===== src/rtl/hamming_secded_codec_if.sv =====
// Handshake/status bundle for the SECDED codec: producer/consumer side is the master, the codec is the slave.
interface hamming_secded_codec_if #(
  parameter int DATA_W = 4,
  parameter int CNT_W  = 16
);
  localparam int P  = (DATA_W <= 4) ? 3 : (DATA_W <= 11) ? 4 : (DATA_W <= 26) ? 5 : 6;
  localparam int N  = DATA_W + P + 1;
  localparam int PW = $clog2(N);

  logic             in_valid;
  logic             in_ready;
  logic             mode;
  logic [N-1:0]     in_data;
  logic             out_valid;
  logic             out_ready;
  logic [N-1:0]     out_data;
  logic             out_mode;
  logic             err_single;
  logic             err_double;
  logic [PW-1:0]    err_pos;
  logic             clr_cnt;
  logic [CNT_W-1:0] corr_cnt;
  logic [CNT_W-1:0] uncorr_cnt;

  modport master (
    output in_valid, mode, in_data, out_ready, clr_cnt,
    input  in_ready, out_valid, out_data, out_mode, err_single, err_double, err_pos,
           corr_cnt, uncorr_cnt
  );

  modport slave (
    input  in_valid, mode, in_data, out_ready, clr_cnt,
    output in_ready, out_valid, out_data, out_mode, err_single, err_double, err_pos,
           corr_cnt, uncorr_cnt
  );
endinterface


===== src/rtl/hamming_secded_codec.sv =====
// Parametrised Hamming SECDED encoder/decoder with valid/ready handshake and saturating error counters.
// Bit 0 is overall parity; bits 1..N-1 are Hamming positions, parity at powers of two.
module hamming_secded_codec #(
  parameter int DATA_W = 4,
  parameter int CNT_W  = 16
) (
  input logic                 clk,
  input logic                 rst,
  hamming_secded_codec_if.slave bus
);
  localparam int K  = DATA_W;
  localparam int P  = (K <= 4) ? 3 : (K <= 11) ? 4 : (K <= 26) ? 5 : 6;
  localparam int N  = K + P + 1;
  localparam int PW = $clog2(N);

  typedef enum logic [1:0] {
    ST_IDLE = 2'd0,
    ST_CALC = 2'd1,
    ST_HOLD = 2'd2
  } state_t;

  function automatic logic is_pow2(input int j);
    return (j & (j - 32'sd1)) == 32'sd0;
  endfunction

  function automatic logic [P-1:0] syndrome(input logic [N-1:0] cw);
    logic [P-1:0] s;
    s = '0;
    for (int j = 1; j < N; j++) begin
      for (int i = 0; i < P; i++) begin
        if (((j >> i) & 32'sd1) != 32'sd0) s[i] = s[i] ^ cw[j];
      end
    end
    return s;
  endfunction

  function automatic logic [K-1:0] extract_data(input logic [N-1:0] cw);
    logic [K-1:0] d;
    int           di;
    d  = '0;
    di = 0;
    for (int j = 1; j < N; j++) begin
      if (!is_pow2(j)) begin
        d[di] = cw[j];
        di    = di + 32'sd1;
      end
    end
    return d;
  endfunction

  // Parity positions start at zero, so each syndrome bit directly yields its parity value.
  function automatic logic [N-1:0] encode_cw(input logic [K-1:0] d);
    logic [N-1:0] cw;
    logic [P-1:0] s;
    int           di;
    cw = '0;
    di = 0;
    for (int j = 1; j < N; j++) begin
      if (!is_pow2(j)) begin
        cw[j] = d[di];
        di    = di + 32'sd1;
      end
    end
    s = syndrome(cw);
    for (int i = 0; i < P; i++) cw[32'sd1 << i] = s[i];
    cw[0] = ^cw;
    return cw;
  endfunction

  state_t           state_q, state_d;
  logic [N-1:0]     data_q, data_d;
  logic             mode_q, mode_d;
  logic [N-1:0]     out_data_q, out_data_d;
  logic             out_mode_q, out_mode_d;
  logic             err_single_q, err_single_d;
  logic             err_double_q, err_double_d;
  logic [PW-1:0]    err_pos_q, err_pos_d;
  logic [CNT_W-1:0] corr_cnt_q, corr_cnt_d;
  logic [CNT_W-1:0] uncorr_cnt_q, uncorr_cnt_d;

  logic [P-1:0]     syn_s;
  logic             par_s;
  logic [N-1:0]     fixed_s;
  logic             single_s;
  logic             double_s;
  logic [PW-1:0]    pos_s;
  logic             inc_corr_s;
  logic             inc_uncorr_s;

  // Syndrome classification of the latched codeword.
  always_comb begin
    syn_s    = syndrome(data_q);
    par_s    = ^data_q;
    fixed_s  = data_q;
    single_s = 1'b0;
    double_s = 1'b0;
    pos_s    = '0;
    if (par_s) begin
      if (syn_s == '0) begin
        single_s = 1'b1;
      end else if (int'(syn_s) <= N - 1) begin
        fixed_s  = data_q ^ ({{(N-1){1'b0}}, 1'b1} << syn_s);
        single_s = 1'b1;
        pos_s    = PW'(syn_s);
      end else begin
        double_s = 1'b1;
      end
    end else if (syn_s != '0) begin
      double_s = 1'b1;
    end else begin
      single_s = 1'b0;
    end
  end

  // FSM next state, result capture and counter update.
  always_comb begin
    state_d      = state_q;
    data_d       = data_q;
    mode_d       = mode_q;
    out_data_d   = out_data_q;
    out_mode_d   = out_mode_q;
    err_single_d = err_single_q;
    err_double_d = err_double_q;
    err_pos_d    = err_pos_q;
    inc_corr_s   = 1'b0;
    inc_uncorr_s = 1'b0;
    case (state_q)
      ST_IDLE: begin
        if (bus.in_valid) begin
          data_d  = bus.in_data;
          mode_d  = bus.mode;
          state_d = ST_CALC;
        end else begin
          state_d = ST_IDLE;
        end
      end
      ST_CALC: begin
        state_d    = ST_HOLD;
        out_mode_d = mode_q;
        if (mode_q) begin
          out_data_d   = {{(N-K){1'b0}}, extract_data(fixed_s)};
          err_single_d = single_s;
          err_double_d = double_s;
          err_pos_d    = pos_s;
          inc_corr_s   = single_s;
          inc_uncorr_s = double_s;
        end else begin
          out_data_d   = encode_cw(data_q[K-1:0]);
          err_single_d = 1'b0;
          err_double_d = 1'b0;
          err_pos_d    = '0;
        end
      end
      ST_HOLD: begin
        if (bus.out_ready) begin
          state_d = ST_IDLE;
        end else begin
          state_d = ST_HOLD;
        end
      end
      default: state_d = ST_IDLE;
    endcase

    if (bus.clr_cnt) begin
      corr_cnt_d   = '0;
      uncorr_cnt_d = '0;
    end else begin
      corr_cnt_d   = (inc_corr_s && (corr_cnt_q != {CNT_W{1'b1}})) ? corr_cnt_q + 1'b1 : corr_cnt_q;
      uncorr_cnt_d = (inc_uncorr_s && (uncorr_cnt_q != {CNT_W{1'b1}})) ? uncorr_cnt_q + 1'b1
                                                                        : uncorr_cnt_q;
    end
  end

  // State and result registers.
  always_ff @(posedge clk) begin
    if (rst) begin
      state_q      <= ST_IDLE;
      data_q       <= '0;
      mode_q       <= 1'b0;
      out_data_q   <= '0;
      out_mode_q   <= 1'b0;
      err_single_q <= 1'b0;
      err_double_q <= 1'b0;
      err_pos_q    <= '0;
      corr_cnt_q   <= '0;
      uncorr_cnt_q <= '0;
    end else begin
      state_q      <= state_d;
      data_q       <= data_d;
      mode_q       <= mode_d;
      out_data_q   <= out_data_d;
      out_mode_q   <= out_mode_d;
      err_single_q <= err_single_d;
      err_double_q <= err_double_d;
      err_pos_q    <= err_pos_d;
      corr_cnt_q   <= corr_cnt_d;
      uncorr_cnt_q <= uncorr_cnt_d;
    end
  end

  assign bus.in_ready   = (state_q == ST_IDLE);
  assign bus.out_valid  = (state_q == ST_HOLD);
  assign bus.out_data   = out_data_q;
  assign bus.out_mode   = out_mode_q;
  assign bus.err_single = err_single_q;
  assign bus.err_double = err_double_q;
  assign bus.err_pos    = err_pos_q;
  assign bus.corr_cnt   = corr_cnt_q;
  assign bus.uncorr_cnt = uncorr_cnt_q;
endmodule


===== src/flat_wrapper.sv =====
// flat-port wrapper written by rule: the top's interface ports become plain ports
module hamming_secded_codec_flat 
#(
  parameter int DATA_W = 4,
  parameter int CNT_W  = 16
)
  (clk, rst, bus_in_valid, bus_mode, bus_in_data, bus_out_ready, bus_clr_cnt, bus_in_ready, bus_out_valid, bus_out_data, bus_out_mode, bus_err_single, bus_err_double, bus_err_pos, bus_corr_cnt, bus_uncorr_cnt);
  hamming_secded_codec_if #(.DATA_W(DATA_W), .CNT_W(CNT_W)) bus_i ();
  input logic clk;
  input logic rst;
  input wire logic [$bits(bus_i.in_valid)-1:0] bus_in_valid;
  input wire logic [$bits(bus_i.mode)-1:0] bus_mode;
  input wire logic [$bits(bus_i.in_data)-1:0] bus_in_data;
  input wire logic [$bits(bus_i.out_ready)-1:0] bus_out_ready;
  input wire logic [$bits(bus_i.clr_cnt)-1:0] bus_clr_cnt;
  output wire logic [$bits(bus_i.in_ready)-1:0] bus_in_ready;
  output wire logic [$bits(bus_i.out_valid)-1:0] bus_out_valid;
  output wire logic [$bits(bus_i.out_data)-1:0] bus_out_data;
  output wire logic [$bits(bus_i.out_mode)-1:0] bus_out_mode;
  output wire logic [$bits(bus_i.err_single)-1:0] bus_err_single;
  output wire logic [$bits(bus_i.err_double)-1:0] bus_err_double;
  output wire logic [$bits(bus_i.err_pos)-1:0] bus_err_pos;
  output wire logic [$bits(bus_i.corr_cnt)-1:0] bus_corr_cnt;
  output wire logic [$bits(bus_i.uncorr_cnt)-1:0] bus_uncorr_cnt;
  assign bus_i.in_valid = bus_in_valid;
  assign bus_i.mode = bus_mode;
  assign bus_i.in_data = bus_in_data;
  assign bus_i.out_ready = bus_out_ready;
  assign bus_i.clr_cnt = bus_clr_cnt;
  assign bus_in_ready = bus_i.in_ready;
  assign bus_out_valid = bus_i.out_valid;
  assign bus_out_data = bus_i.out_data;
  assign bus_out_mode = bus_i.out_mode;
  assign bus_err_single = bus_i.err_single;
  assign bus_err_double = bus_i.err_double;
  assign bus_err_pos = bus_i.err_pos;
  assign bus_corr_cnt = bus_i.corr_cnt;
  assign bus_uncorr_cnt = bus_i.uncorr_cnt;
  hamming_secded_codec #(.DATA_W(DATA_W), .CNT_W(CNT_W)) u_core (.clk(clk), .rst(rst), .bus(bus_i));
endmodule

===== config.mk =====
export PLATFORM = sky130hd
export DESIGN_NAME = hamming_secded_codec_flat
export DESIGN_NICKNAME = d
export VERILOG_FILES = /design/src/rtl/hamming_secded_codec_if.sv /design/src/rtl/hamming_secded_codec.sv /design/src/flat_wrapper.sv
export SDC_FILE = /design/constraint.sdc
export NUM_CORES = 1
export LEC_CHECK = 0
export ABC_AREA = 1
export CORE_UTILIZATION = 49
export CTS_BUF_LIST = sky130_fd_sc_hd__clkbuf_2
export DETAILED_ROUTE_END_ITERATION = 6
export PLACE_DENSITY_LB_ADDON = 0.08
export SLEW_MARGIN = 10
export SYNTH_ARGS = -nofsm -noshare
export SYNTH_HDL_FRONTEND = slang
export SYNTH_SLANG_ARGS = --single-unit

===== constraint.sdc =====
create_clock -name clk -period 1.6 [get_ports clk]
set_input_delay 0.32 -clock clk [delete_from_list [all_inputs] [get_ports clk]]
set_output_delay 0.32 -clock clk [all_outputs]
set_load 0.005 [all_outputs]

# Yosys cells after proc, flatten, opt, wreduce, memory -nomap -nowiden
# Cells that the tools add are included.
[op_classes]
n_mux = 78
multipliers = 0
bitwise_logic = 18
addsub = 6
shift = 1
div = 0
eq_ne = 4
n_lt_le_gt_ge = 9
n_reduce_logical = 12
[op_table]
columns = ["cell", "n"]
rows = [
  ["$mux 32", 12],
  ["$lt 32x4->1 const B", 6],
  ["$add 32x2->32 const B", 4],
  ["$ge 32x1->1 const B", 3],
  ["$mux 1", 45],
  ["$add 16x1->16 const B", 2],
  ["$ne 16x16->1 const B", 2],
  ["$mux 8", 3],
  ["$xor 1x1->1", 17],
  ["$mux 4", 4],
  ["$reduce_xor 8->1", 2],
  ["$bwmux 4", 3],
  ["$mux 3", 3],
  ["$shl 1x3->8 const A", 1],
  ["$xor 8x8->8", 1],
  ["$bmux 1 s2", 3],
  ["$demux 1 s2", 3],
  ["$pmux 2 s3", 1],
  ["$logic_and 1x1->1", 5],
  ["$logic_not 3->1", 1],
  ["$reduce_bool 3->1", 1],
  ["$eq 2x1->1 const B", 1],
  ["$eq 2x2->1 const B", 1],
  ["$logic_not 2->1", 1],
  ["3 further kinds", 3],
]
[totals]
mem_count = 0
latch_bits = 0
output_inout_bits = 48
mem_bits_rw = 0
romBits = 0
ff_bits = 57
elab_cells = 138

# Logic depth before layout (Yosys ltp)
# Gate-level depths: netlist of run 1.
[logic_depth]
ltp_word = 18
mapped_depth = 13
depth_no_buf = 13

# Worst setup path before layout of run 1
# OpenSTA, ideal clock, no wires.
[synth_timing]
kind = "register to register"
from = "register u_core.uncorr_cnt_q[0] (netlist: u_core.bus.uncorr_cnt[0])"
to = "register u_core.uncorr_cnt_q[10] (netlist: u_core.bus.uncorr_cnt[10])"
path_slack_ns = -0.065
setup_time_ns = 0.070
t_arrival_ns = 1.595
stages_incl_launch_ff = 9
path_buffers = 1
period_less_slack_ns = 1.665
path_cell_list = "dfxtp_1 -> ha_1 -> nand2_1 -> nor3_2 -> nand4_2 -> nand4_2 -> buf_4 -> nand2_1 -> a21oi_2"
[synth_between]
elab_chain_cells = 2
word_cells_on_any_way = 3
classes_between = "add/sub (1); eq/ne (1); reduce/logical (1)"
[synth_rtl]
columns = ["element", "line_no", "source"]
rows = [
  ["start: declaration", "hamming_secded_codec.sv:79", "logic [CNT_W-1:0] uncorr_cnt_q, uncorr_cnt_d;"],
  ["start signal: assignment", "hamming_secded_codec.sv:197", "uncorr_cnt_q <= uncorr_cnt_d;"],
  ["parallel branches: the longest is 2 deep, another holds $add 16x1->16", "-", ""],
]
# Several ways; the timed one is not identified.
# A chain may end at the register's enable or synchronous reset.

# Final worst setup path of run 1
[layout_timing]
from = "register u_core.corr_cnt_q[1] (netlist: u_core.bus.corr_cnt[1])"
to = "register u_core.corr_cnt_q[15] (netlist: u_core.bus.corr_cnt[15])"
[layout_between]
elab_chain_cells = 2
word_cells_on_any_way = 3
classes_between = "add/sub (1); eq/ne (1); reduce/logical (1)"
[layout_rtl]
columns = ["element", "line_no", "source"]
rows = [
  ["start: declaration", "hamming_secded_codec.sv:78", "logic [CNT_W-1:0] corr_cnt_q, corr_cnt_d;"],
  ["start signal: assignment", "hamming_secded_codec.sv:196", "corr_cnt_q <= corr_cnt_d;"],
  ["parallel branches: the longest is 2 deep, another holds $add 16x1->16", "-", ""],
]
# Several ways; the timed one is not identified.

==> summary.txt, run 1 <==
Route
  • Via-to-Cell Ratio: just over 6
  • DR pass1 iterations: 6
  • Remaining DRCs: 0
  • Final wirelength: 14500 um
  • Iteration-0 DRC count of the detailed router: 429
  • Total number of vias: 4444
  • Wire length per cell after detailed routing: just under 20 um
  • Number of nets with antenna violations after routing: 0

Synth
  • Number of distinct library cell variants in the gate-level netlist after synthesis: 36
  • Proportion of synthesized chip area in sequential cells: between 30% and 40%
  • Synth Instances: 479
  • Number of warnings reported in the yosys synthesis log: 0
  • Post-synth design cell area: 0.003426 mm2
  • Synth top area share: 33.31%
  • Mapped Nets: 495
  • Post-synth top area cell: sky130_fd_sc_hd__dfxtp_1
  • Synth top area cells: sky130_fd_sc_hd__dfxtp_1 33%, sky130_fd_sc_hd__nand2_1 14%, sky130_fd_sc_hd__xor2_1 5.9%
  • Post-Synthesis Mean Instance Area: roughly 7.2 um2
  • Register bit total from synthesis: 57

Cells and area
  • Area added between synthesis and finish: 72.17%
  • Most frequent standard cell in the layout excluding fill and tap cells: sky130_fd_sc_hd__buf_4
  • Final antenna diode count: 0
  • Net count, final: between 600 and 700
  • Leading cell types in the layout, fill and taps excluded: 84 x sky130_fd_sc_hd__buf_4, 74 x sky130_fd_sc_hd__nand2_1, 45 x sky130_fd_sc_hd__nand2_2
  • Non-Filler Instances: 736
  • Share of cells above drive strength 1: 57.32%

Clock tree
  • Maximum root-to-sink buffer count: 2
  • H-tree levels: 3
  • Clock root buffer: sky130_fd_sc_hd__clkbuf_2
  • Clock tree from TritonCTS: done
  • Clock latency on the worst-skew pair: 0.58 ns
  • Sink count of the clock tree: 57
  • Number of buffers created by CTS: 9
  • Clock Pin Slew Worst Setup and Hold Paths: 0.19 ns

Global routing
  • Antenna violations before repair: 0
  • Number of global-route vias before repair: 3759
  • Pin count of the biggest net entering global routing: 28
  • Wire length of the first global-routing pass: 17450 um
  • Final global-route overflow total: 0
  • Global router's overall resource usage: 30.44%

STA
  • Crit path setup slack, layout: -0.1986 ns
  • Count of endpoints failing hold in the final timing report: 0
  • Worst rel slew slack: 67.63%
  • Setup repair after global routing missed its margin: true
  • Final count of pins violating max slew: 0
  • Final setup violation count: 39
  • Clock Skews: 0.03104 ns
  • Worst-Margin Slew: roughly 0.48 ns
  • Minimum period implied by the final worst setup slack: between 1.5 and 2 ns
  • Final cycle utilization of the critical path: 112.4%
  • Maximum operating frequency: 556.0 MHz

Placement
  • Placed wire-length estimate after detailed placement: 6540 um
  • Number of instances in the placed design: 658
  • Final weighted congestion in routability-driven placement: approximately 0.89
  • Count of port buffers added during placement: 61

Critical path
  • Endpoint of the most critical setup path: u_core.bus.corr_cnt[15]
  • Worst reg2reg path depth: 8
  • CP max stage delay: 0.42 ns
  • Slowest cell on the critical path: sky130_fd_sc_hd__nor3_1
  • CP delay by family, top: simple AND/OR/NAND/NOR gates
  • Launch point of the worst reg-to-reg path: u_core.bus.corr_cnt[1]
  • Critical register-to-register path endpoint: u_core.bus.corr_cnt[15]
  • Critical path capture point type: flip-flop
  • Required arrival time at the worst endpoint: approximately 2.1 ns
  • Arrival time worst endpoint: 2.29 ns
  • Critical-path cell list: buf_4, buf_6, nand3_2, nor3_1, nand4_1, nand2_1, nand3_2, a21oi_2
  • Startpoint class of the critical path: flip-flop
  • Most used cell along the critical path: sky130_fd_sc_hd__nand3_2
  • Critical Path Start: u_core.bus.corr_cnt[1]
  • Type of the setup path with the least slack: flip-flop to flip-flop
  • Largest fanout on the critical path: 4
  • Buffer and inverter count on the worst path: 2
  • Number of logic stages on the critical path including buffering: 8
  • Worst reg-to-reg setup slack: -0.20 ns

Job
  • Maxcap violations: 0

Floorplanning
  • Floorplan Core Area: 0.006756 mm2
  • Die height: 85.62 um
  • Starting density of the core: 50.70%
  • Horizontal die dimension: 85.62 um
  • Total die area: approximately 0.0073 mm2
  • IO Count: 62
  • Rows: 30

Status
  • Failing checks: negative setup slack
  • Outcome: complete, but fails checks

Power and ir drop
  • Static Leakage: ~2.5 nW
  • Power density of the placed cells: 648.5 mW/mm2
  • Total power draw: 3.825 mW
  • Worst IR drop on VDD: 0.5606 mV

Hold path
  • Cells on Worst Hold Path: 3
  • Worst hold-check path type: primary input to flip-flop
what timing repair did:
| item | CTS | global route |
|---|---|---|
| gates cloned | 4 | 2 |
| hold buffers | 0 | 0 |
| pin swaps | 16 | 70 |
| resized for setup | 158 | 185 |
| setup buffers | 32 | 29 |
| setup endpoints to repair | 86 | 61 |
routing by layer:
metal / vias to the layer above / global-route usage [%] / share of wire [%]
li1: 1911 / - / -
met1: 2048 / 34.30 / 34
met2: 349 / 54.18 / 49
met3: 134 / 6.833 / 9.4
met4: 2 / 14.85 / 7.5
met5: - / 0 / 0.062
flip-flops by register name, summed over array words and instances (netlist names):
name	count
u_core.bus.uncorr_cnt	16
u_core.bus.out_data	8
u_core.state_q	2
u_core.bus.out_mode	1
u_core.mode_q	1
u_core.bus.err_double	1
u_core.data_q	8
u_core.bus.err_pos	3
u_core.bus.err_single	1
u_core.bus.corr_cnt	16
worst min-delay path: stages:
cell and delay [ns]:
sky130_fd_sc_hd__clkdlybuf4s50_1 0.39, sky130_fd_sc_hd__nor2_1 0.10, sky130_fd_sc_hd__a211oi_1 0.04
area by class of cell:
| cell class | instances | area, um2 |
|---|---|---|
| Fill cell | 313 | 858.3 |
| Sequential cell | 57 | 1244 |
| Multi-Input combinational cell | 370 | 2680 |
| Tap cell | 80 | 100.1 |
| Timing Repair Buffer | 172 | 1548 |
| Clock buffer | 9 | 45.04 |
| Clock inverter | 7 | 95.09 |
| Inverter | 41 | 186.4 |
cell usage after synthesis (all sizes together):
library cell  number
a211oi             9
a21oi             42
a22o               1
a22oi              2
buf                6
clkbuf             7
clkinv             2
dfxtp             57
ha                 2
inv               39
nand2            147
nand3             51
nand3b             1
nand4              7
nor2              58
nor3              11
nor3b              1
o21ai              6
xnor2              7
xor2              23
stage by stage:
stage	hold WS, ns	util, %	area, um2	setup TNS, ns	worst slack [ns]
finish	0.3216	87.30	5898	-2.808	-0.1986
global route	0.3185	87.30	5898	-4.613	-0.2893
CTS	0.3411	77.19	5215	-0.2366	-0.05814
detailed placement	0.4622	66.59	4499	-0.8921	-0.08272
global placement	0.4558	66.59	4499	-0.1048	-0.02547
floorplan	0.4617	-	3466	0	0.002724
power by group:
group	switching [mW]	internal [mW]
registers	0.0602	1.46
clock network	0.694	0.516
logic	0.646	0.453
total	1.40	2.42
worst min-delay path by stage:
stage                                 from                endpoint  slack (ns)
floorplan            u_core.bus.err_single   u_core.bus.err_single        0.46
global placement    u_core.bus.out_data[6]  u_core.bus.out_data[6]        0.46
detailed placement  u_core.bus.out_data[6]  u_core.bus.out_data[6]        0.46
CTS                         bus_in_data[3]        u_core.data_q[3]        0.34
global route                bus_in_data[3]        u_core.data_q[3]        0.32
finish                      bus_in_data[3]        u_core.data_q[3]        0.32
logic make-up (layout without fill, tap and decap cells):
family | count (synthesis) | in the layout | share of synthesized area (%)
AND/OR/NAND/NOR | 276 | 278 | 40.69
XOR/XNOR | 30 | 30 | 7.670
buffers and inverters | 54 | 229 | 7.049
flip-flops | 57 | 57 | 33.31
AO/OA/AOI/OAI | 60 | 60 | 10.55
adder cells (fa/ha/maj) | 2 | 2 | 0.7303
No activity file was read; power rests on OpenSTA's default activity.
==> run 2: changes to the inputs <==
- ABC_CLOCK_PERIOD_IN_PS: default -> 1600
==> results of run 2 <==
The final DEF is identical to that of run 1; final timing and power are the same.
